--- config.mk ---
export PLATFORM = sky130hd
export DESIGN_NAME = ball_frame_sequencer
export DESIGN_NICKNAME = d
export VERILOG_FILES = /design/src/rtl/ball_pkg.sv /design/src/rtl/seq_watchdog.sv /design/src/rtl/ball_frame_sequencer.sv
export SDC_FILE = /design/constraint.sdc
export NUM_CORES = 1
export LEC_CHECK = 0
export BUFFER_PORTS_ARGS = -buffer_cell sky130_fd_sc_hd__buf_4
export CORE_MARGIN = 10
export CORE_UTILIZATION = 44
export DETAILED_ROUTE_END_ITERATION = 12
export PLACE_DENSITY = 0.73
export SYNTH_ARGS = -nofsm -noshare
export SYNTH_HDL_FRONTEND = slang
export SYNTH_SLANG_ARGS = --single-unit
--- constraint.sdc ---
create_clock -name clk -period 2 [get_ports clk]
set_input_delay 0.4 -clock clk [delete_from_list [all_inputs] [get_ports clk]]
set_output_delay 0.4 -clock clk [all_outputs]
set_load 0.01 [all_outputs]
--- src/rtl/ball_pkg.sv ---
// Shared types and constants for the ball frame datapath.
// No logic; pure declarations.
// No handshakes live here; consumers own their own flow control.
package ball_pkg;

  typedef enum logic [2:0] {
    S_IDLE     = 3'd0,
    S_REQ      = 3'd1,
    S_CHECK    = 3'd2,
    S_WAIT_CHK = 3'd3,
    S_APPLY    = 3'd4,
    S_DONE     = 3'd5
  } seq_state_t;

  // Direction codes beyond the platform range (1..16).
  localparam int DIR_XFLIP = 18;
  localparam int DIR_YFLIP = 19;

  // Per-step speed codes.
  localparam logic [1:0] SPD_ZERO = 2'b00;
  localparam logic [1:0] SPD_POS  = 2'b01;
  localparam logic [1:0] SPD_NEG  = 2'b11;

endpackage

--- src/rtl/seq_watchdog.sv ---
// Wait-state watchdog: counts cycles while enabled, flags expiry before the count reaches TIMEOUT.
// Latency: o_expire is combinational from the count register; fires in the TIMEOUT-th enabled cycle.
// No backpressure; i_clr has priority over counting.
module seq_watchdog #(
  parameter int TIMEOUT = 255,
  parameter int TO_BITS = 8
) (
  input  logic clk,
  input  logic rst_n,
  input  logic i_clr,
  input  logic i_en,
  output logic o_expire
);

  logic [TO_BITS-1:0] cnt_q;
  logic [TO_BITS-1:0] cnt_d;

  // Next count: clear on request, otherwise saturating increment while enabled.
  always_comb begin
    cnt_d = cnt_q;
    if (i_clr) begin
      cnt_d = '0;
    end else if (i_en && (cnt_q != TO_BITS'(TIMEOUT))) begin
      cnt_d = cnt_q + 1'b1;
    end
  end

  // Count register.
  always_ff @(posedge clk or negedge rst_n) begin
    if (!rst_n) begin
      cnt_q <= '0;
    end else begin
      cnt_q <= cnt_d;
    end
  end

  // Expire in the cycle whose increment would bring the count to TIMEOUT,
  // so a wait state lasts exactly TIMEOUT cycles before abort.
  assign o_expire = i_en && (cnt_q == TO_BITS'(TIMEOUT - 1));

endmodule

--- src/rtl/ball_frame_sequencer.sv ---
// Per-frame ball sequencer: steps ball req/ack, forwards positions to the checker, turns hits into collision cues.
// Latency: ack -> o_chk_req 1 cycle; chk_done(hit) -> o_ball_collision 1 cycle; collision -> o_ball_req 1 cycle.
// Ball side is a held level request; checker side is pulse/done; a watchdog aborts any wait that stalls.
`ifndef PIXELX_BIT_CNT
`define PIXELX_BIT_CNT 10
`endif
`ifndef PIXELY_BIT_CNT
`define PIXELY_BIT_CNT 9
`endif
`ifndef BALL_SIZE_BIT_CNT
`define BALL_SIZE_BIT_CNT 4
`endif
`ifndef DIR_BIT_CNT
`define DIR_BIT_CNT 5
`endif

module ball_frame_sequencer
  import ball_pkg::*;
#(
  parameter int MAX_STEPS = 8,
  parameter int TIMEOUT   = 255,
  parameter int TO_BITS   = 8
) (
  input  logic                          clk,
  input  logic                          rst_n,
  input  logic                          i_cal_frame,
  input  logic                          i_game_start,
  output logic                          o_ball_req,
  input  logic                          i_ball_ack,
  input  logic                          i_ball_frame_term,
  input  logic [`PIXELX_BIT_CNT-1:0]    i_ballX,
  input  logic [`PIXELY_BIT_CNT-1:0]    i_ballY,
  input  logic [`BALL_SIZE_BIT_CNT-1:0] i_ball_size,
  input  logic [1:0]                    i_ball_speedX,
  input  logic [1:0]                    i_ball_speedY,
  output logic                          o_chk_req,
  output logic [`PIXELX_BIT_CNT-1:0]    o_chkX,
  output logic [`PIXELY_BIT_CNT-1:0]    o_chkY,
  output logic [`BALL_SIZE_BIT_CNT-1:0] o_chk_size,
  output logic [1:0]                    o_chk_speedX,
  output logic [1:0]                    o_chk_speedY,
  input  logic                          i_chk_done,
  input  logic                          i_chk_hit,
  input  logic [`DIR_BIT_CNT-1:0]       i_chk_dir,
  output logic                          o_ball_collision,
  output logic [`DIR_BIT_CNT-1:0]       o_direc_var,
  output logic                          o_frame_done,
  output logic                          o_busy,
  output logic                          o_err,
  output logic [2:0]                    o_state
);

  localparam int STEP_BITS = $clog2(MAX_STEPS + 1);
  localparam logic [STEP_BITS-1:0] STEP_MAX = STEP_BITS'(MAX_STEPS);

  seq_state_t state_q, state_d;
  logic [STEP_BITS-1:0]          step_cnt_q, step_cnt_d;
  logic                          err_q, err_d;
  logic [`DIR_BIT_CNT-1:0]       direc_q, direc_d;
  logic [`PIXELX_BIT_CNT-1:0]    chk_x_q, chk_x_d;
  logic [`PIXELY_BIT_CNT-1:0]    chk_y_q, chk_y_d;
  logic [`BALL_SIZE_BIT_CNT-1:0] chk_size_q, chk_size_d;
  logic [1:0]                    chk_spx_q, chk_spx_d;
  logic [1:0]                    chk_spy_q, chk_spy_d;
  logic                          ball_req_q, chk_req_q, coll_q, frame_done_q;
  logic                          wd_expire;

  // Watchdog restarts on every state change; only the two wait states count.
  seq_watchdog #(
    .TIMEOUT (TIMEOUT),
    .TO_BITS (TO_BITS)
  ) u_wd (
    .clk      (clk),
    .rst_n    (rst_n),
    .i_clr    (state_d != state_q),
    .i_en     ((state_q == S_REQ) || (state_q == S_WAIT_CHK)),
    .o_expire (wd_expire)
  );

  // Next-state and datapath updates; game_start overrides everything.
  always_comb begin
    state_d    = state_q;
    step_cnt_d = step_cnt_q;
    err_d      = err_q;
    direc_d    = direc_q;
    chk_x_d    = chk_x_q;
    chk_y_d    = chk_y_q;
    chk_size_d = chk_size_q;
    chk_spx_d  = chk_spx_q;
    chk_spy_d  = chk_spy_q;
    if (i_game_start) begin
      state_d    = S_IDLE;
      step_cnt_d = '0;
      err_d      = 1'b0;
      direc_d    = '0;
    end else begin
      case (state_q)
        S_IDLE: begin
          if (i_cal_frame) begin
            state_d    = S_REQ;
            step_cnt_d = '0;
          end
        end
        S_REQ: begin
          // frame_term wins over a coincident ack.
          if (i_ball_frame_term) begin
            state_d = S_DONE;
          end else if (i_ball_ack) begin
            chk_x_d    = i_ballX;
            chk_y_d    = i_ballY;
            chk_size_d = i_ball_size;
            chk_spx_d  = i_ball_speedX;
            chk_spy_d  = i_ball_speedY;
            if (step_cnt_q != STEP_MAX) begin
              step_cnt_d = step_cnt_q + 1'b1;
            end
            state_d = S_CHECK;
          end else if (wd_expire) begin
            err_d   = 1'b1;
            state_d = S_DONE;
          end
        end
        S_CHECK: begin
          state_d = S_WAIT_CHK;
        end
        S_WAIT_CHK: begin
          if (i_chk_done) begin
            if (i_chk_hit) begin
              direc_d = i_chk_dir;
              state_d = S_APPLY;
            end else if (step_cnt_q == STEP_MAX) begin
              err_d   = 1'b1;
              state_d = S_DONE;
            end else begin
              state_d = S_REQ;
            end
          end else if (wd_expire) begin
            err_d   = 1'b1;
            state_d = S_DONE;
          end
        end
        S_APPLY: begin
          if (step_cnt_q == STEP_MAX) begin
            err_d   = 1'b1;
            state_d = S_DONE;
          end else begin
            state_d = S_REQ;
          end
        end
        S_DONE: begin
          state_d = S_IDLE;
        end
        default: begin
          state_d = S_IDLE;
        end
      endcase
    end
  end

  // State, datapath and registered pulse outputs; pulses are decoded from the next state.
  always_ff @(posedge clk or negedge rst_n) begin
    if (!rst_n) begin
      state_q      <= S_IDLE;
      step_cnt_q   <= '0;
      err_q        <= 1'b0;
      direc_q      <= '0;
      chk_x_q      <= '0;
      chk_y_q      <= '0;
      chk_size_q   <= '0;
      chk_spx_q    <= '0;
      chk_spy_q    <= '0;
      ball_req_q   <= 1'b0;
      chk_req_q    <= 1'b0;
      coll_q       <= 1'b0;
      frame_done_q <= 1'b0;
    end else begin
      state_q      <= state_d;
      step_cnt_q   <= step_cnt_d;
      err_q        <= err_d;
      direc_q      <= direc_d;
      chk_x_q      <= chk_x_d;
      chk_y_q      <= chk_y_d;
      chk_size_q   <= chk_size_d;
      chk_spx_q    <= chk_spx_d;
      chk_spy_q    <= chk_spy_d;
      ball_req_q   <= (state_d == S_REQ);
      chk_req_q    <= (state_d == S_CHECK);
      coll_q       <= (state_d == S_APPLY);
      frame_done_q <= (state_d == S_DONE);
    end
  end

  assign o_ball_req       = ball_req_q;
  assign o_chk_req        = chk_req_q;
  assign o_ball_collision = coll_q;
  assign o_frame_done     = frame_done_q;
  assign o_err            = err_q;
  assign o_direc_var      = direc_q;
  assign o_chkX           = chk_x_q;
  assign o_chkY           = chk_y_q;
  assign o_chk_size       = chk_size_q;
  assign o_chk_speedX     = chk_spx_q;
  assign o_chk_speedY     = chk_spy_q;
  assign o_busy           = (state_q != S_IDLE);
  assign o_state          = state_q;

endmodule

Word-level counts from Yosys, hierarchy flattened
Index checks and enable logic that the tools add are counted.
{"block": "word_totals", "register_bits": 52, "inputBits": 40, "output_inout_bits": 41, "elab_cells": 81}
{"block": "classes", "addsub": 2, "eq_ne": 19, "n_mux": 29, "bitwise_logic": 2, "n_reduce_logical": 15}
{"operator": "$mux W3", "n": 8}
{"operator": "$mux W4", "n": 5}
{"operator": "$mux W5", "n": 4}
{"operator": "$mux W8", "n": 2}
{"operator": "$pmux W3 S5", "n": 1}
{"operator": "$ne A3 B3 Y1 const B", "n": 4}
{"operator": "$eq A3 B2 Y1 const B", "n": 3}
{"operator": "$eq A3 B3 Y1 const B", "n": 3}
{"operator": "$add A8 B1 Y8 const B", "n": 1}
{"operator": "$eq A8 B8 Y1 const B", "n": 1}
{"operator": "$ne A4 B4 Y1 const B", "n": 2}
{"operator": "$ne A8 B8 Y1 const B", "n": 1}
{"operator": "$pmux W4 S2", "n": 1}
{"operator": "$reduce_and A4 Y1", "n": 2}
{"operator": "$reduce_bool A2 Y1", "n": 4}
{"operator": "$mux W1", "n": 7}
{"operator": "$eq A3 B1 Y1 const B", "n": 2}
{"operator": "$reduce_bool A3 Y1", "n": 2}
{"operator": "$reduce_and A5 Y1", "n": 1}
{"operator": "$add A4 B1 Y4 const B", "n": 1}
{"operator": "$eq A4 B4 Y1 const B", "n": 1}
{"operator": "$reduce_bool A4 Y1", "n": 1}
{"operator": "$logic_not A3 Y1", "n": 1}
{"operator": "$ne A3 B2 Y1 const B", "n": 1}
{"operator": "6 further kinds", "n": 8}

Depth between registers and ports, before layout
Gate-level depths: netlist of run 1.
{"block": "logic_depth", "depth_word": 10, "depth_mapped": 7, "mapped_depth_nobuf": 7}

Hierarchy
A second synthesis of run 1 with hierarchy kept.
{"block": "hier_totals", "hier_cells": 211, "area_unflattened_um2": 2511.2}
{"mod": "ball_frame_sequencer", "instances": 1, "cells_per_inst": 160, "area_per_inst_um2": 2010.7, "seq_area_each_um2": 1101.1}
{"mod": "seq_watchdog", "instances": 1, "cells_per_inst": 51, "area_per_inst_um2": 500.5, "seq_area_each_um2": 200.2}

Least setup slack after synthesis of run 1
OpenSTA, ideal clock, no wires.
{"block": "synth_path", "path_kind": "flip-flop to flip-flop", "start": "register state_q[1] (netlist: o_state[1])", "end": "register chk_x_q[3] (netlist: o_chkX[3])", "setup_time_ps": 125, "arrival_ps": 1967, "required_time_ps": 1875, "slack_ps": -92, "stages_incl_launch_ff": 8, "path_buffers": 2, "period_less_slack_ps": 2092, "path_cell_list": "dfrtp_1 -> buf_4 -> inv_1 -> mux2i_1 -> a32oi_2 -> nor3_4 -> buf_8 -> mux2_4"}
{"block": "synth_via", "elab_chain_cells": 2}
{"item": "start: declaration", "line": "ball_frame_sequencer.sv:56", "rtl": "seq_state_t state_q, state_d;"}
{"item": "start signal: assignment", "line": "ball_frame_sequencer.sv:177", "rtl": "state_q <= state_d;"}
{"item": "$eq A3 B1 Y1", "line": "ball_frame_sequencer.sv:97", "rtl": "case (state_q)"}
{"item": "$reduce_and A4 Y1 (no source line)"}
{"item": "end signal: assignment", "line": "ball_frame_sequencer.sv:181", "rtl": "chk_x_q <= chk_x_d;"}
{"item": "end: declaration", "line": "ball_frame_sequencer.sv:60", "rtl": "logic [`PIXELX_BIT_CNT-1:0] chk_x_q, chk_x_d;"}
Every way passes these cells.
A chain may end at the register's enable or synchronous reset.

Worst setup path in the final report of run 1
{"block": "layout_path", "start": "register state_q[0] (netlist: o_state[0])", "end": "register chk_y_q[6] (netlist: o_chkY[6])"}
{"block": "layout_via", "elab_chain_cells": 2}
{"item": "$eq A3 B1 Y1", "line": "ball_frame_sequencer.sv:97"}
{"item": "$reduce_and A4 Y1 (no source line)"}
{"item": "end signal: assignment", "line": "ball_frame_sequencer.sv:182", "rtl": "chk_y_q <= chk_y_d;"}
{"item": "end: declaration", "line": "ball_frame_sequencer.sv:61", "rtl": "logic [`PIXELY_BIT_CNT-1:0] chk_y_q, chk_y_d;"}
Every way passes these cells.

==> results of run 1 <==
-- worst max path at each step --
stage	start	endpoint	cells after the start
floorplan	o_state[0]	o_chkX[3]	6
global placement	o_state[2]	u_wd.cnt_q[6]	5
detailed placement	o_state[0]	u_wd.cnt_q[6]	5
CTS	o_state[0]	o_chkY[6]	6
global route	o_state[1]	u_wd.cnt_q[6]	6
finish	o_state[0]	o_chkY[6]	5
-- synth_stat cells, types with 3 or more instances --
cell and instances:
nor2_1 14, xnor2_1 5, mux2_2 8, nor3_1 5
mux2i_1 3, a31oi_1 4, mux2_4 19, o21ai_0 6
inv_1 8, nand3_1 6, a22o_1 6, nand2_1 14
a21oi_1 4, dfrtp_1 52, nor3b_1 4, nand2b_1 6
ha_1 4
-- repair_timing --
item | CTS | global route
buffers inserted | 0 | 0
resized for setup | 2 | 9
endpoints found under the setup margin | 8 | 44
pin swaps | 0 | 2
-- cell families after synthesis --
| kind of cell | count (synthesis) | synth area share [%] |
|---|---|---|
| flops | 52 | 50.0 |
| buf+inv | 18 | 4.19 |
| mux | 30 | 15.6 |
| xor+xnor | 6 | 2.31 |
| fa+ha+maj | 4 | 1.93 |
| simple gates | 67 | 14.4 |
| compound gates | 40 | 11.6 |
-- routing by layer --
metal / vias up / GRT usage (%)
li1: 981 / -
met1: 981 / 16.1
met2: 67 / 21.9
met3: 7 / 6.53
met4: 0 / 3.61
met5: - / 0
-- critical path, cell delays in order (launching register included) --
cell     delay (ns)
dfrtp_2        0.51
o21a_4         0.26
or2_4          0.24
nor3_4         0.20
buf_12         0.24
mux2_2         0.36
-- sequential cells by signal, indices dropped and copies added, names as in the netlist, 3 cells and up --
name and count:
u_wd.cnt_q 8, o_chkY 9, o_state 3, o_chk_size 4
o_direc_var 5, step_cnt_q 4, o_chkX 10
-- layout make-up --
type / instances / share of cell area, %
flip-flops and latches: 52 / 36.2
multi-input cells: 147 / 34.6
repair buffers: 106 / 22.4
well taps: 72 / 2.50
clock buffers: 6 / 2.29
clock inverters: 2 / 1.08
inverters: 8 / 0.902
-- where the power goes --
| group | switching, mW | internal [mW] |
|---|---|---|
| Clock | 0.358 | 0.410 |
| Sequential | 0.194 | 1.35 |
| Combinational | 0.549 | 0.834 |
-- stage by stage --
stage                     total power, mW  TNS (ns)
final                                3.70         0
after global routing                 3.90   -0.0163
after CTS                            3.73         0
after detailed placement             2.95    -0.335
after global placement               2.91         0
after floorplan                      2.22    -0.281
==> qor.txt, run 1 <==
status: finished, final reports clean
die height: 96.9 microns
vias in the first global route: 2217
syn nets: 261
Hold-fix buffers, CTS: 0
Synth Instances: 217
final hold vios: 0
Clock Latency Late Sink: 0.31 ns
Max Cap Viol: 0
sequential cell area: 1310 sq um
top-area cell type share of the netlist area: 50.0%
ys flop type: dfrtp_1
TritonCTS clock tree: yes
ranking of synthesized cells by area: dfrtp_1 (50%), mux2_4 (11%), mux2_2 (3.5%), nand2_1 (2.0%), nor2_1 (2.0%)
ant diodes: 0
CTS root buffer: clkbuf_8
Tmin final: 1.94 ns
dpl cell area: 3420 sq um
syn_area_per_cell: 12.0 sq um
RR Endpoint: o_chkY[6]
met1 wire length: 2880 microns
clk sinks: 52
dpl ws: -0.0501 ns
period utilisation layout: 97.0%
number of enable flip-flop cells after synthesis: 0
fillcell total: 454
drt total wl: 6780 microns
final core occ: 64.3%
final setup vio count: 0
post-route setup slack: 0.0600 ns
Worst Setup End Kind: flip-flop
fraction of layout cells with a size suffix above 1: 49.2%
WHS: 0.117 ns
sequential area share after synthesis: 50.0%
clk buf depth: 2
total global routing overflow: 0
Clk pin slew, worst setup/hold paths: 0.10 ns
Detail Route met2 WL: 3230 microns
first-pass GRT wire length: 10900 microns
total core area: 5610 sq um
commonest non-fill, non-tap cell in the layout: buf_4
nets: 364
Vias: 2036
Starting DRT DRC Count: 76
most frequent cells in the layout: buf_4 (105), dfrtp_1 (49), mux2_4 (19)
P_leak: 1.69 nW
relative slew slack: 56.5%
maximum vdd drop: 662 uV
number of routed nets with antenna violations: 0
Max Used Layer: met4
vias per cell: 5.18
CP Launch Type: flip-flop
Crit Path Class: flip-flop to flip-flop
gpl congestion: 0.907
TritonCTS buffer count: 5
number of antenna violations at the first check in global routing: 0
largest net degree at the start of global routing: 53
PwrDens: 1030 nW/um^2
# rows: 27
Worst Path Max Fanout: 28
synthesized flop and latch total: 52
synthesis-to-layout area growth: 38.7%
Die W: 96.9 microns
WL met3: 617 microns
Worst Reg-to-Reg Cells: 5
flop-to-flop setup slack: 0.06 ns
async set-reset flop share out of synthesis: 100%
Mapped Area: 2600 sq um
synth unique cells: 54
dpl cells: 385
die footprint: 9380 sq um
Hold/Removal Path Class: input pin to asynchronous set/reset pin
hpwl dp: 5100 microns
synth warn: 0
Multi-input gate area: 1250 sq um
GRT Total Usage: 13.7%
post-DR wirelength/cell: 17.3 microns
reg2reg start: o_state[0]
Pre-antenna DRT Iters: 4
Final Max Tran Viols: 0
Starting Density: 46.4%
htree depth: 2
residual DRC count: 0
critical path arrival: 2.14 ns
final cell count without fillers: 393
FMAX: 515 MHz
area leader, netlist: dfrtp_1
final instance area: 3610 sq um
Slew @ Worst Pin: 0.652 ns
port bufs: 80
Critical Path RT: 2.20 ns
Worst Skew: 0.00555 ns
num ports: 81
Power figures use the tool's default switching activity.
==> run 2: changes to the inputs <==
--- a/config.mk
+++ b/config.mk
@@ -5,11 +5,12 @@
 export SDC_FILE = /design/constraint.sdc
 export NUM_CORES = 1
 export LEC_CHECK = 0
+export ABC_AREA = 1
 export BUFFER_PORTS_ARGS = -buffer_cell sky130_fd_sc_hd__buf_4
 export CORE_MARGIN = 10
 export CORE_UTILIZATION = 44
 export DETAILED_ROUTE_END_ITERATION = 12
-export PLACE_DENSITY = 0.73
+export PLACE_DENSITY = 0.74
 export SYNTH_ARGS = -nofsm -noshare
 export SYNTH_HDL_FRONTEND = slang
 export SYNTH_SLANG_ARGS = --single-unit
==> run 2 against run 1 <==
Against the previous run:
- hold slack about the same
- final cell count increased by 17%
- via count increased by 6.5%
- clock-buffer cell count unchanged
- total power decreased by 28%
- area after synthesis decreased by 5.7%
- maximum frequency increased by 12%
- critical path depth increased by 7
- critical path type unchanged
- largest cell class unchanged
==> qor.txt, run 2 <==
area leader, netlist: dfrtp_1 (unchanged)
RSZ-0062 raised after global routing: false
Tmin final: 1.74 ns (was 1.94 ns)
num ports: 81 (unchanged)
Synth Instances: 302 (was 217)
die footprint: 8960 sq um (was 9380 sq um)
FMAX: 576 MHz (was 515 MHz)
relative slew slack: 56.2% (was 56.5%)
first-pass GRT wire length: 9940 microns (was 10900 microns)
Final Max Tran Viols: 0 (unchanged)
ant diodes: 0 (unchanged)
# rows: 27 (unchanged)
Slowest-stage cell, CP: dfrtp_1 (was dfrtp_2)
Slew @ Worst Pin: 0.657 ns (was 0.652 ns)
Die W: 94.6 microns (was 96.9 microns)
flop-to-flop setup slack: 0.26 ns (was 0.06 ns)
TritonCTS clock tree: yes (unchanged)
PwrDens: 833 nW/um^2 (was 1030 nW/um^2)
Clock Latency Late Sink: 0.30 ns (was 0.31 ns)
number of routed nets with antenna violations: 0 (unchanged)
Setup TNS: 0 ns (unchanged)
gpl congestion: 0.916 (was 0.907)
post-DR wirelength/cell: 13.4 microns (was 17.3 microns)
final setup vio count: 0 (unchanged)
Starting DRT DRC Count: 144 (was 76)
Worst Skew: 0.00327 ns (was 0.00555 ns)
synthesized flop and latch total: 52 (unchanged)
Hold-fix buffers, CTS: 0 (unchanged)
RR Endpoint: u_wd.cnt_q[7] (was o_chkY[6])
Mapped Area: 2450 sq um (was 2600 sq um)
port bufs: 80 (unchanged)
total core area: 5440 sq um (was 5610 sq um)
synthesis-to-layout area growth: 30.6% (was 38.7%)
maximum vdd drop: 465 uV (was 662 uV)
Vias: 2169 (was 2036)
CP Launch Point: u_wd.cnt_q[0] (was o_state[0])
CP Launch Type: flip-flop (unchanged)
ys flop type: dfrtp_1 (unchanged)
clk buf depth: 2 (unchanged)
syn_area_per_cell: 8.12 sq um (was 12.0 sq um)
hpwl dp: 4690 microns (was 5100 microns)
drt total wl: 6130 microns (was 6780 microns)
GRT Total Usage: 13.6% (was 13.7%)
total global routing overflow: 0 (unchanged)
ranking of synthesized cells by area: dfrtp_1 (53%), nand2_1 (19%), inv_1 (4.3%), nand3_1 (3.3%), nor2_1 (3.2%) (was dfrtp_1 (50%), mux2_4 (11%), mux2_2 (3.5%), nand2_1 (2.0%), nor2_1 (2.0%))
CP max stage delay: 0.42 ns (was 0.51 ns)
commonest cells in the netlist: nand2_1 (127), dfrtp_1 (52), inv_1 (28), nor2_1 (21), nand3_1 (16) (was dfrtp_1 (52), mux2_4 (19), nand2_1 (14), nor2_1 (14))
top-area cell type share of the netlist area: 53.1% (was 50.0%)
most frequent cells in the layout: nand2_1 (127), buf_4 (82), dfrtp_1 (52) (was buf_4 (105), dfrtp_1 (49), mux2_4 (19))
P_leak: 1.72 nW (was 1.69 nW)
Pre-antenna DRT Iters: 4 (unchanged)
number of enable flip-flop cells after synthesis: 0 (unchanged)
Worst Path Max Fanout: 5 (was 28)
met1 wire length: 2580 microns (was 2880 microns)
Detail Route met2 WL: 2920 microns (was 3230 microns)
buffer and inverter count on the worst path: 2 (was 1)
Max Used Layer: met4 (unchanged)
synth warn: 0 (unchanged)
vias in the first global route: 2074 (was 2217)
status: finished, final reports clean (unchanged)
Crit Path Class: flip-flop to flip-flop (unchanged)
vias per cell: 4.74 (was 5.18)
sequential area share after synthesis: 53.1% (was 50.0%)
Max Cap Viol: 0 (unchanged)
async set-reset flop share out of synthesis: 100% (unchanged)
reg2reg start: u_wd.cnt_q[0] (was o_state[0])
final hold vios: 0 (unchanged)
post-CTS setup buffers: 0 (unchanged)
CP Cell Sequence: ha_1 > inv_1 > nor2_1 > nand2_1 > nand2_2 > inv_1 > nand3_1 > nor2_1 > nand3_1 > nand2_1 > nand2_1 > nor2_1 (was o21a_4 > or2_4 > nor3_4 > buf_12 > mux2_2)
nets: 429 (was 364)
period utilisation layout: 86.8% (was 97.0%)
fraction of layout cells with a size suffix above 1: 25.9% (was 49.2%)
Critical Path RT: 2.24 ns (was 2.20 ns)
most frequent cell after synthesis: nand2_1 (was dfrtp_1)
commonest non-fill, non-tap cell in the layout: nand2_1 (was buf_4)
TritonCTS buffer count: 5 (unchanged)
Worst Setup End Kind: flip-flop (unchanged)
total power: 2.67 mW (was 3.70 mW)
Top delay family on crit path: simple AND/OR/NAND/NOR gates (was flip-flops)
Clk pin slew, worst setup/hold paths: 0.09 ns (was 0.10 ns)
Worst Reg-to-Reg Cells: 12 (was 5)
CTS root buffer: clkbuf_8 (unchanged)
PostCTS Resize Cnt: 0 (was 2)
max reg flops: 10 (unchanged)
synth unique cells: 26 (was 54)
WL met3: 588 microns (was 617 microns)
clk sinks: 52 (unchanged)
Hold/Removal Path Class: input pin to asynchronous set/reset pin (unchanged)
die height: 94.6 microns (was 96.9 microns)
syn nets: 346 (was 261)
number of antenna violations at the first check in global routing: 0 (unchanged)
htree depth: 2 (unchanged)
largest net degree at the start of global routing: 53 (unchanged)
Starting Density: 45.1% (was 46.4%)
critical path arrival: 1.97 ns (was 2.14 ns)
residual DRC count: 0 (unchanged)
-- run 2: cell count changes after synthesis, sizes merged, moves of 6 or more --
| cell | before | now |
|---|---|---|
| nand2 | 14 | 128 |
| o21ai | 8 | 15 |
| nand2b | 6 | 0 |
| nor2 | 15 | 23 |
| inv | 8 | 32 |
| a22o | 6 | 0 |
| nand3 | 6 | 18 |
| mux2 | 27 | 0 |
-- run 2: metal layers --
metal,vias up,track usage (%)
met1,992,16.8
met2,66,21.4
met4,0,3.37
met3,5,6.11
li1,1106,-
met5,-,0
-- run 2: kinds of logic after synthesis --
group                      count (synthesis)  synth area share, %
xor gates and xnor gates                   7                 2.50
adders and majority gates                  4                 2.04
DFF                                       52                 53.1
buffers and inverters                     40                 7.04
AOI/OAI and AO/OA                         21                 4.75
and+or+nand+nor                          178                 30.6
-- run 2: cell type report --
cell class	instances	area, sq um
Sequential cell	52	1300
Clock inverter	2	16.3
Timing Repair Buffer	82	616
Multi-Input combinational cell	210	977
Fill cell	506	2240
Clock buffer	6	72.6
Tap cell	72	90.1
Inverter	34	128
-- run 2: worst max path at each step --
stage	end	slack (ns)	cells after the start
floorplan	u_wd.cnt_q[7]	0.49	12
global placement	o_chkX[2]	0.30	9
detailed placement	u_wd.cnt_q[7]	0.30	12
CTS	u_wd.cnt_q[7]	0.27	12
global route	u_wd.cnt_q[7]	0.06	12
finish	u_wd.cnt_q[7]	0.26	12
-- run 2: power by group --
group	switching [mW]	total, mW	internal, mW
logic	0.376	0.732	0.357
clock network	0.347	0.597	0.250
registers	0.111	1.34	1.23
total	0.833	2.67	1.83
-- run 2: per-stage QoR --
step	hold WS [ns]	worst slack [ns]	util (%)	area (sq um)	std cells
floorplan	0.104	0.485	-	2450	302
global placement	0.454	0.305	57.2	3110	450
detailed placement	0.459	0.304	57.2	3110	450
CTS	0.145	0.267	58.8	3200	458
global route	0.165	0.0550	58.8	3200	458
finish	0.117	0.263	58.8	3200	458
